$ cat src/rtl/button_event_decoder_if.sv
// Button event bundle: debounced level in, single-cycle event pulses and held level out.
interface button_event_decoder_if;
    logic debounced;
    logic press;
    logic release_pulse;
    logic click;
    logic long_press;
    logic rpt;
    logic held;

    modport master (
        output debounced,
        input  press, release_pulse, click, long_press, rpt, held
    );

    modport slave (
        input  debounced,
        output press, release_pulse, click, long_press, rpt, held
    );
endinterface

$ cat src/rtl/button_event_decoder.sv
// Turns a debounced button level into press/release/click/long-press/auto-repeat
// pulses, all timed in clk_1KHz ticks.
module button_event_decoder #(
    parameter int LONG_MS   = 1000,
    parameter int REPEAT_MS = 200,
    parameter int CNT_W     = 16
) (
    input  logic                   clk_1KHz,
    input  logic                   rst,
    button_event_decoder_if.slave  bev
);

    typedef enum logic [1:0] {
        IDLE = 2'd0,
        HOLD = 2'd1,
        RPT  = 2'd2
    } state_t;

    localparam logic [CNT_W-1:0] CNT_ZERO = CNT_W'(32'd0);
    localparam logic [CNT_W-1:0] CNT_ONE  = CNT_W'(32'd1);
    localparam logic [CNT_W-1:0] LONG_CNT = CNT_W'(LONG_MS);
    localparam logic [CNT_W-1:0] RPT_CNT  = CNT_W'(REPEAT_MS);

    state_t           state_r, state_s;
    logic [CNT_W-1:0] cnt_r, cnt_s;
    logic             prev_q_r;
    logic             press_r, press_s;
    logic             release_r, release_s;
    logic             click_r, click_s;
    logic             long_r, long_s;
    logic             rpt_r, rpt_s;
    logic             held_r, held_s;

    // State, counter, edge history and output pulse registers
    always_ff @(posedge clk_1KHz) begin
        if (rst) begin
            state_r   <= IDLE;
            cnt_r     <= CNT_ZERO;
            prev_q_r  <= 1'b1;
            press_r   <= 1'b0;
            release_r <= 1'b0;
            click_r   <= 1'b0;
            long_r    <= 1'b0;
            rpt_r     <= 1'b0;
            held_r    <= 1'b0;
        end else begin
            state_r   <= state_s;
            cnt_r     <= cnt_s;
            prev_q_r  <= bev.debounced;
            press_r   <= press_s;
            release_r <= release_s;
            click_r   <= click_s;
            long_r    <= long_s;
            rpt_r     <= rpt_s;
            held_r    <= held_s;
        end
    end

    // Next-state, hold counter and pulse decode; release always beats a threshold
    always_comb begin
        state_s   = state_r;
        cnt_s     = cnt_r;
        press_s   = 1'b0;
        release_s = 1'b0;
        click_s   = 1'b0;
        long_s    = 1'b0;
        rpt_s     = 1'b0;
        case (state_r)
            IDLE: begin
                if (bev.debounced && !prev_q_r) begin
                    state_s = HOLD;
                    cnt_s   = CNT_ONE;
                    press_s = 1'b1;
                end else begin
                    state_s = IDLE;
                    cnt_s   = CNT_ZERO;
                end
            end
            HOLD: begin
                if (!bev.debounced) begin
                    state_s   = IDLE;
                    cnt_s     = CNT_ZERO;
                    release_s = 1'b1;
                    click_s   = 1'b1;
                end else if (cnt_r == LONG_CNT) begin
                    state_s = RPT;
                    cnt_s   = CNT_ONE;
                    long_s  = 1'b1;
                end else begin
                    cnt_s = cnt_r + CNT_ONE;
                end
            end
            RPT: begin
                if (!bev.debounced) begin
                    state_s   = IDLE;
                    cnt_s     = CNT_ZERO;
                    release_s = 1'b1;
                end else if (cnt_r == RPT_CNT) begin
                    cnt_s = CNT_ONE;
                    rpt_s = 1'b1;
                end else begin
                    cnt_s = cnt_r + CNT_ONE;
                end
            end
            default: begin
                state_s = IDLE;
                cnt_s   = CNT_ZERO;
            end
        endcase
        held_s = (state_s != IDLE);
    end

    assign bev.press         = press_r;
    assign bev.release_pulse = release_r;
    assign bev.click         = click_r;
    assign bev.long_press    = long_r;
    assign bev.rpt           = rpt_r;
    assign bev.held          = held_r;

endmodule

$ cat src/flat_wrapper.sv
// flat-port wrapper written by rule: the top's interface ports become plain ports
module button_event_decoder_flat 
#(
    parameter int LONG_MS   = 1000,
    parameter int REPEAT_MS = 200,
    parameter int CNT_W     = 16
)
  (clk_1KHz, rst, bev_debounced, bev_press, bev_release_pulse, bev_click, bev_long_press, bev_rpt, bev_held);
  button_event_decoder_if bev_i ();
  input  logic clk_1KHz;
  input  logic rst;
  input wire logic [$bits(bev_i.debounced)-1:0] bev_debounced;
  output wire logic [$bits(bev_i.press)-1:0] bev_press;
  output wire logic [$bits(bev_i.release_pulse)-1:0] bev_release_pulse;
  output wire logic [$bits(bev_i.click)-1:0] bev_click;
  output wire logic [$bits(bev_i.long_press)-1:0] bev_long_press;
  output wire logic [$bits(bev_i.rpt)-1:0] bev_rpt;
  output wire logic [$bits(bev_i.held)-1:0] bev_held;
  assign bev_i.debounced = bev_debounced;
  assign bev_press = bev_i.press;
  assign bev_release_pulse = bev_i.release_pulse;
  assign bev_click = bev_i.click;
  assign bev_long_press = bev_i.long_press;
  assign bev_rpt = bev_i.rpt;
  assign bev_held = bev_i.held;
  button_event_decoder #(.LONG_MS(LONG_MS), .REPEAT_MS(REPEAT_MS), .CNT_W(CNT_W)) u_core (.clk_1KHz(clk_1KHz), .rst(rst), .bev(bev_i));
endmodule
$ cat config.mk
export PLATFORM = sky130hd
export DESIGN_NAME = button_event_decoder_flat
export DESIGN_NICKNAME = d
export VERILOG_FILES = /design/src/rtl/button_event_decoder_if.sv /design/src/rtl/button_event_decoder.sv /design/src/flat_wrapper.sv
export SDC_FILE = /design/constraint.sdc
export NUM_CORES = 1
export LEC_CHECK = 0
export ABC_AREA = 1
export CORE_MARGIN = 1
export CORE_UTILIZATION = 30
export CTS_BUF_LIST = sky130_fd_sc_hd__clkbuf_4 sky130_fd_sc_hd__clkbuf_8
export CTS_CLUSTER_DIAMETER = 30
export DETAILED_ROUTE_END_ITERATION = 8
export SLEW_MARGIN = 0
export SYNTH_ARGS = -nofsm -noshare
export SYNTH_HDL_FRONTEND = slang
export SYNTH_SLANG_ARGS = --single-unit
$ cat constraint.sdc
create_clock -name clk_1KHz -period 3.15 [get_ports clk_1KHz]
set_clock_uncertainty 0.05 [all_clocks]
set_input_delay 0.7875 -clock clk_1KHz [delete_from_list [all_inputs] [get_ports clk_1KHz]]
set_output_delay 0.7875 -clock clk_1KHz [all_outputs]
set_load 0.005 [all_outputs]
==> results of run 1 <==
-- synthesized netlist by cell type (all sizes together) --
cell type	n	area, um2
buf	1	15.0
a21oi	2	10.0
o21ai	2	10.0
dfxtp	25	500
xnor2	2	17.5
nand2	34	145
nand3	8	45.0
nor3	8	50.1
inv	26	97.6
nand4	1	6.26
nor2	34	168
or2	1	6.26
ha	6	75.1
xor2	12	105
nor4	1	6.26
clkinv	1	3.75
-- flip-flops by register name, indices dropped and copies added (netlist names) --
name / count
u_core.cnt_r: 16
u_core.bev.rpt: 1
u_core.bev.long_press: 1
u_core.bev.click: 1
u_core.bev.release_pulse: 1
u_core.bev.press: 1
u_core.prev_q_r: 1
u_core.bev.held: 1
u_core.state_r: 2
-- per-stage QoR --
stage	total power, W	setup WS (ns)	util (%)	std cells
after detailed placement	0.000342	1.08	34.5	221
after floorplan	0.000336	1.67	-	164
after global placement	0.000342	1.12	34.5	221
after CTS	0.000542	1.23	35.7	225
final	0.000531	1.25	35.7	225
after global routing	0.000552	1.19	35.7	225
-- cell families after synthesis --
| kind of cell | Yosys count | synth area share (%) |
|---|---|---|
| flip-flops | 25 | 39.7 |
| buffers and inverters | 28 | 9.23 |
| AND/OR/NAND/NOR | 87 | 33.8 |
| AO/OA/AOI/OAI | 4 | 1.59 |
| XOR/XNOR | 14 | 9.72 |
| adder cells (fa/ha/maj) | 6 | 5.95 |
-- routing by layer --
layer,up-vias,routed length (um)
li1,516,-
met1,397,1120
met2,13,783
met3,5,30
met4,0,51
met5,-,0
-- worst register-to-register path, cell delays in order, from the launching register on --
cell	delay [ns]
dfxtp_1	0.34
inv_1	0.10
ha_1	0.18
nand2_1	0.06
clkinv_1	0.05
nand2_1	0.05
nor2_2	0.12
nand2_1	0.12
nand2_2	0.09
nand2_2	0.07
nand2_4	0.19
nor2_1	0.08
-- where the power goes --
group          switching [W]  internal, W
Clock              0.0000969    0.0000990
Combinational     0.00000829   0.00000708
Sequential        0.00000127     0.000318
Total               0.000106     0.000424
-- cell type report --
| class | count | area (um2) | share of cell area (%) |
|---|---|---|---|
| repair buffers | 8 | 80.1 | 5.57 |
| inverters | 27 | 101 | 7.05 |
| clock buffers | 4 | 48.8 | 3.39 |
| multi-input cells | 111 | 644 | 44.8 |
| well taps | 50 | 62.6 | 4.35 |
| flip-flops and latches | 25 | 500 | 34.8 |
-- path summary, 6_finish.rpt --
kind | start | end | slack (ns) | cells past startpoint
setup reg to reg | u_core.cnt_r[0] | u_core.cnt_r[15] | 1.56 | 11
hold reg to reg | u_core.prev_q_r | u_core.bev.press | 0.47 | 3
hold / removal | u_core.prev_q_r | u_core.bev.press | 0.47 | 3
setup / recovery | u_core.bev.release_pulse | bev_release_pulse | 1.25 | 1
==> impl_results.html, run 1 <==
<table>
<tr><th>Metric</th><th>Value</th></tr>
<tr><th colspan="2">Status</th></tr>
<tr><td>Outcome</td><td>finished, final reports clean</td></tr>
<tr><th colspan="2">Place</th></tr>
<tr><td>I/O Buffers</td><td>8</td></tr>
<tr><td>Area after detailed placement</td><td>1390 um2</td></tr>
<tr><td>DP Wirelength</td><td>1.52 mm</td></tr>
<tr><td>Final GP Congestion</td><td>0.820</td></tr>
<tr><th colspan="2">Floorplanning</th></tr>
<tr><td>Total die area</td><td>4470 um2</td></tr>
<tr><td>Starting density of the core</td><td>31.3%</td></tr>
<tr><td>Placeable core region</td><td>4030 um2</td></tr>
<tr><td>Vert. Die Dim</td><td>66.8 um</td></tr>
<tr><td>Die width</td><td>66.8 um</td></tr>
<tr><td>Top-level port count</td><td>9</td></tr>
<tr><td>Rows</td><td>23</td></tr>
<tr><th colspan="2">STA</th></tr>
<tr><td>Total count of max-transition violations in the final report</td><td>0</td></tr>
<tr><td>RSZ-0062 raised after global routing</td><td>false</td></tr>
<tr><td>Final hold slack</td><td>0.468 ns</td></tr>
<tr><td>Number of endpoints failing setup at the final stage</td><td>0</td></tr>
<tr><td>Transition at the pin with the smallest max-transition slack</td><td>0.343 ns</td></tr>
<tr><td>Share of the clock period used by the worst path after layout</td><td>60.5%</td></tr>
<tr><td>Accumulated negative setup slack</td><td>0 ns</td></tr>
<tr><td>Maximum clock frequency</td><td>0.525 GHz</td></tr>
<tr><td>Rel. slew slack</td><td>77.1%</td></tr>
<tr><td>Final Critical Period</td><td>1.90 ns</td></tr>
<tr><td>Final hold violation count</td><td>0</td></tr>
<tr><th colspan="2">Clock network</th></tr>
<tr><td>Post-CTS Setup Repair Bufs</td><td>0</td></tr>
<tr><td>TritonCTS clock tree</td><td>built</td></tr>
<tr><td>Maximum buffer depth of the clock tree</td><td>2</td></tr>
<tr><td>Insertion delay of the later-clocked pin in the worst-skew pair</td><td>0.27 ns</td></tr>
<tr><td>Post-CTS sizing</td><td>0</td></tr>
<tr><td>Number of levels in the clock H-tree</td><td>1</td></tr>
<tr><td>Reg clk slew, reported paths</td><td>0.08 ns</td></tr>
<tr><td>TritonCTS Buffers</td><td>3</td></tr>
<tr><td>Buffer type at the clock tree root</td><td>clkbuf_8</td></tr>
<tr><td>Clock Sink Count</td><td>25</td></tr>
<tr><td># hold bufs at CTS</td><td>0</td></tr>
<tr><th colspan="2">Setup path</th></tr>
<tr><td>Crit path DAT</td><td>1.07 ns</td></tr>
<tr><td>Category of the worst setup path launch point</td><td>register</td></tr>
<tr><td>Crit path capture type</td><td>output pin</td></tr>
<tr><td>Class of the most critical setup path</td><td>register to output pin</td></tr>
<tr><td>Master of the slowest instance on the critical path</td><td>clkdlybuf4s50_1</td></tr>
<tr><td>WP buf/inv</td><td>1</td></tr>
<tr><td>Data required time of the worst path</td><td>2.31 ns</td></tr>
<tr><td>Max FO, Critical Path</td><td>1</td></tr>
<tr><td>Maximum cell stage delay along the critical path</td><td>0.49 ns</td></tr>
<tr><td>Cells traversed along the worst timing path</td><td>clkdlybuf4s50_1</td></tr>
<tr><td>Cell family with the largest share of critical-path delay</td><td>buffers and inverters</td></tr>
<tr><th colspan="2">GRT</th></tr>
<tr><td>M3 GR Usage</td><td>1.54%</td></tr>
<tr><td>Wire length of the first global-routing pass</td><td>3.45 mm</td></tr>
<tr><td>Pin count of the biggest net entering global routing</td><td>16</td></tr>
<tr><td>Number of antenna violations at the first check in global routing</td><td>0</td></tr>
<tr><td>Busiest metal layer after global routing</td><td>met2</td></tr>
<tr><td>Met2 Resource Use GR</td><td>14.8%</td></tr>
<tr><td>Via count of the first global-routing pass</td><td>811</td></tr>
<tr><td>Total congestion overflow after global routing</td><td>0</td></tr>
<tr><td>Met1 Usage GRT</td><td>14.5%</td></tr>
<tr><td>Global routing usage summed across all routing layers</td><td>10.2%</td></tr>
<tr><th colspan="2">Yosys</th></tr>
<tr><td>Count of distinct cell types in the synthesized netlist</td><td>22</td></tr>
<tr><td>Mapped Cells</td><td>164</td></tr>
<tr><td>Netlist area before placement</td><td>1260 um2</td></tr>
<tr><td>Synthesized flop and latch total</td><td>25</td></tr>
<tr><td>Sequential-to-total area share from yosys stat</td><td>39.7%</td></tr>
<tr><td>Yosys warnings</td><td>0</td></tr>
<tr><td>Mean instance size in the synthesized netlist</td><td>7.69 um2</td></tr>
<tr><td>Post-Syn Nets</td><td>173</td></tr>
<tr><th colspan="2">Layout</th></tr>
<tr><td>Leading cell type in the layout, fill and taps excluded</td><td>nand2_1</td></tr>
<tr><td>Inserted Diodes</td><td>0</td></tr>
<tr><td>Share of post-route cells with drive strength above 1</td><td>15.4%</td></tr>
<tr><td>FILL cells</td><td>425</td></tr>
<tr><td>Area Growth Syn to Fin</td><td>14.0%</td></tr>
<tr><td>Final non-filler cell area</td><td>1440 um2</td></tr>
<tr><td>Nets</td><td>185</td></tr>
<tr><td>Most frequent cells in the layout</td><td>29 x nand2_1, 26 x inv_1, 25 x dfxtp_1</td></tr>
<tr><th colspan="2">Drt</th></tr>
<tr><td>Post-detailed-route DRC marker count</td><td>0</td></tr>
<tr><td>Number of design-rule violations left by the first detailed-router iteration</td><td>70</td></tr>
<tr><td>Vias per cell</td><td>4.14</td></tr>
<tr><td>Via count of the routed design</td><td>931</td></tr>
<tr><td>Routed Antenna Nets</td><td>0</td></tr>
<tr><td>Pre-antenna DRT Iters</td><td>4</td></tr>
<tr><td>Final Routed Wirelength</td><td>1.99 mm</td></tr>
<tr><td>Wirelength per Cell</td><td>8.83 um</td></tr>
<tr><th colspan="2">Power and ir drop</th></tr>
<tr><td>Power density normalized to cell area</td><td>369 nW/um2</td></tr>
<tr><td>Peak supply drop</td><td>193 uV</td></tr>
<tr><td>Total leakage power</td><td>0.544 nW</td></tr>
<tr><th colspan="2">Flow run</th></tr>
<tr><td>Number of max-capacitance violations reported</td><td>0</td></tr>
<tr><th colspan="2">Hold path</th></tr>
<tr><td>Path category of the worst min-delay check</td><td>register to register</td></tr>
</table>
(Power assumes the default switching activity.)
==> run 2, diff against run 1 <==
Clock period 3.15 ns to 1.6 ns, I/O delays scaled along.
==> impl_results.html, run 2 (synthesis results as in run 1) <==
<table>
<tr><th>Metric</th><th>Value</th></tr>
<tr><th colspan="2">GRT</th></tr>
<tr><td>M3 GR Usage</td><td>1.54%</td></tr>
<tr><td>Total congestion overflow after global routing</td><td>0</td></tr>
<tr><td>Pin count of the biggest net entering global routing</td><td>16</td></tr>
<tr><td>Busiest metal layer after global routing</td><td>met2</td></tr>
<tr><td>Global routing usage summed across all routing layers</td><td>10.7%</td></tr>
<tr><td>Number of antenna violations at the first check in global routing</td><td>0</td></tr>
<tr><td>Wire length of the first global-routing pass</td><td>3.57 mm</td></tr>
<tr><td>Via count of the first global-routing pass</td><td>895</td></tr>
<tr><td>Met2 Resource Use GR</td><td>17.7%</td></tr>
<tr><td>Met1 Usage GRT</td><td>12.9%</td></tr>
<tr><th colspan="2">Place</th></tr>
<tr><td>DP Wirelength</td><td>1.66 mm</td></tr>
<tr><td>Final GP Congestion</td><td>0.827</td></tr>
<tr><td>Post-Place Setup Slack</td><td>-0.0685 ns</td></tr>
<tr><td>I/O Buffers</td><td>8</td></tr>
<tr><td>Placed cell count</td><td>226</td></tr>
<tr><td>Area after detailed placement</td><td>1430 um2</td></tr>
<tr><th colspan="2">Setup path</th></tr>
<tr><td>Maximum cell stage delay along the critical path</td><td>0.50 ns</td></tr>
<tr><td>Category of the worst setup path launch point</td><td>register</td></tr>
<tr><td>Master of the slowest instance on the critical path</td><td>clkdlybuf4s50_1</td></tr>
<tr><td>Max FO, Critical Path</td><td>1</td></tr>
<tr><td>Crit path DAT</td><td>1.08 ns</td></tr>
<tr><td>Crit path capture type</td><td>output pin</td></tr>
<tr><td>Class of the most critical setup path</td><td>register to output pin</td></tr>
<tr><td>Cells traversed along the worst timing path</td><td>clkdlybuf4s50_1</td></tr>
<tr><td>Cell family with the largest share of critical-path delay</td><td>buffers and inverters</td></tr>
<tr><td>Data required time of the worst path</td><td>1.15 ns</td></tr>
<tr><td>WP buf/inv</td><td>1</td></tr>
<tr><th colspan="2">STA</th></tr>
<tr><td>Rel. slew slack</td><td>64.8%</td></tr>
<tr><td>RSZ-0062 raised after global routing</td><td>true</td></tr>
<tr><td>Share of the clock period used by the worst path after layout</td><td>95.7%</td></tr>
<tr><td>Total count of max-transition violations in the final report</td><td>0</td></tr>
<tr><td>Final Critical Period</td><td>1.53 ns</td></tr>
<tr><td>Maximum clock frequency</td><td>0.653 GHz</td></tr>
<tr><td>Final hold violation count</td><td>0</td></tr>
<tr><td>Fin worst setup slack</td><td>0.0688 ns</td></tr>
<tr><td>Number of endpoints failing setup at the final stage</td><td>0</td></tr>
<tr><td>Transition at the pin with the smallest max-transition slack</td><td>0.526 ns</td></tr>
<tr><td>Accumulated negative setup slack</td><td>0 ns</td></tr>
<tr><th colspan="2">Power and ir drop</th></tr>
<tr><td>Peak supply drop</td><td>248 uV</td></tr>
<tr><td>Total leakage power</td><td>0.563 nW</td></tr>
<tr><td>Power density normalized to cell area</td><td>692 nW/um2</td></tr>
<tr><th colspan="2">Layout</th></tr>
<tr><td>Count of non-filler cells in the finished layout</td><td>231</td></tr>
<tr><td>Biggest register</td><td>u_core.cnt_r</td></tr>
<tr><td>Final non-filler cell area</td><td>1500 um2</td></tr>
<tr><td>Share of post-route cells with drive strength above 1</td><td>21.0%</td></tr>
<tr><td>FILL cells</td><td>437</td></tr>
<tr><td>Leading cell type in the layout, fill and taps excluded</td><td>nand2_1</td></tr>
<tr><td>Area Growth Syn to Fin</td><td>18.8%</td></tr>
<tr><td>Final cell utilization of the core</td><td>37.2%</td></tr>
<tr><td>Most frequent cells in the layout</td><td>27 x nand2_1, 25 x inv_1, 24 x dfxtp_1</td></tr>
<tr><td>Nets</td><td>191</td></tr>
<tr><td>Biggest regs</td><td>u_core.cnt_r (16), u_core.state_r (2)</td></tr>
<tr><td>Inserted Diodes</td><td>0</td></tr>
<tr><td>Max reg flops</td><td>16</td></tr>
<tr><th colspan="2">Floorplanning</th></tr>
<tr><td>Starting density of the core</td><td>31.3%</td></tr>
<tr><td>Top-level port count</td><td>9</td></tr>
<tr><td>Rows</td><td>23</td></tr>
<tr><td>Vert. Die Dim</td><td>66.8 um</td></tr>
<tr><td>Die width</td><td>66.8 um</td></tr>
<tr><td>Total die area</td><td>4470 um2</td></tr>
<tr><td>Placeable core region</td><td>4030 um2</td></tr>
<tr><th colspan="2">Clock network</th></tr>
<tr><td>Buffer type at the clock tree root</td><td>clkbuf_8</td></tr>
<tr><td>TritonCTS clock tree</td><td>built</td></tr>
<tr><td># hold bufs at CTS</td><td>0</td></tr>
<tr><td>Reg clk slew, reported paths</td><td>0.08 ns</td></tr>
<tr><td>Insertion delay of the later-clocked pin in the worst-skew pair</td><td>0.27 ns</td></tr>
<tr><td>Maximum buffer depth of the clock tree</td><td>2</td></tr>
<tr><td>Clock Sink Count</td><td>25</td></tr>
<tr><td>TritonCTS Buffers</td><td>3</td></tr>
<tr><td>Number of levels in the clock H-tree</td><td>1</td></tr>
<tr><th colspan="2">Drt</th></tr>
<tr><td>Pre-antenna DRT Iters</td><td>4</td></tr>
<tr><td>Wirelength per Cell</td><td>9.24 um</td></tr>
<tr><td>Vias per cell</td><td>4.20</td></tr>
<tr><td>Number of design-rule violations left by the first detailed-router iteration</td><td>51</td></tr>
<tr><td>Routed Antenna Nets</td><td>0</td></tr>
<tr><td>Final Routed Wirelength</td><td>2.14 mm</td></tr>
<tr><td>Post-detailed-route DRC marker count</td><td>0</td></tr>
<tr><td>Via count of the routed design</td><td>971</td></tr>
<tr><th colspan="2">Flow run</th></tr>
<tr><td>Number of max-capacitance violations reported</td><td>0</td></tr>
<tr><th colspan="2">Hold path</th></tr>
<tr><td>Path category of the worst min-delay check</td><td>register to register</td></tr>
<tr><th colspan="2">Status</th></tr>
<tr><td>Outcome</td><td>finished, final reports clean</td></tr>
</table>
run 2: final cells by class:
cell class	count	area [um2]	share of cell area, %
multi-input cells	111	661	44.1
well taps	50	62.6	4.18
inverters	27	101	6.77
clock inverters	1	5.00	0.334
flip-flops and latches	25	502	33.5
clock buffers	3	41.3	2.76
repair buffers	14	125	8.35
run 2: power by group:
group	total (W)	internal [W]	switching, W
Combinational	0.0000355	0.0000165	0.0000190
Sequential	0.000629	0.000626	0.00000277
Clock	0.000371	0.000174	0.000197
Total	0.00104	0.000817	0.000219
run 2: per-layer routing:
| layer | part of all wire [%] | wire length (um) |
|---|---|---|
| met1 | 50 | 1080 |
| met2 | 46 | 978 |
| met3 | 1.1 | 23 |
| met4 | 2.6 | 55 |
| met5 | 0 | 0 |
run 2: tightest hold or removal path, delay by kind of cell (launching register included):
family                 cells  cell delay [ns]
flip-flops                 1             0.33
AND/OR/NAND/NOR            2             0.09
buffers and inverters      1             0.07
run 2: timing repair:
| item | CTS | global route |
|---|---|---|
| setup buffers | 0 | 1 |
| endpoints found under the setup margin | 7 | 17 |
| gates resized for setup | 2 | 4 |
| pin swaps | 0 | 3 |
run 2: through the flow:
stage,power [W],hold WS [ns]
2_1_floorplan,0.000661,0.413
3_3_place_gp,0.000677,0.451
3_5_place_dp,0.000677,0.452
4_1_cts,0.00106,0.477
5_1_grt,0.00109,0.506
6_report,0.00104,0.482
run 2: path summary, 6_finish.rpt:
kind | slack, ns | to | depth (start not counted) | from
setup / recovery | 0.07 | bev_click | 1 | u_core.bev.click
hold / removal | 0.48 | u_core.bev.press | 3 | u_core.prev_q_r
setup reg to reg | 0.07 | u_core.cnt_r[15] | 11 | u_core.cnt_r[0]
hold reg to reg | 0.48 | u_core.bev.press | 3 | u_core.prev_q_r
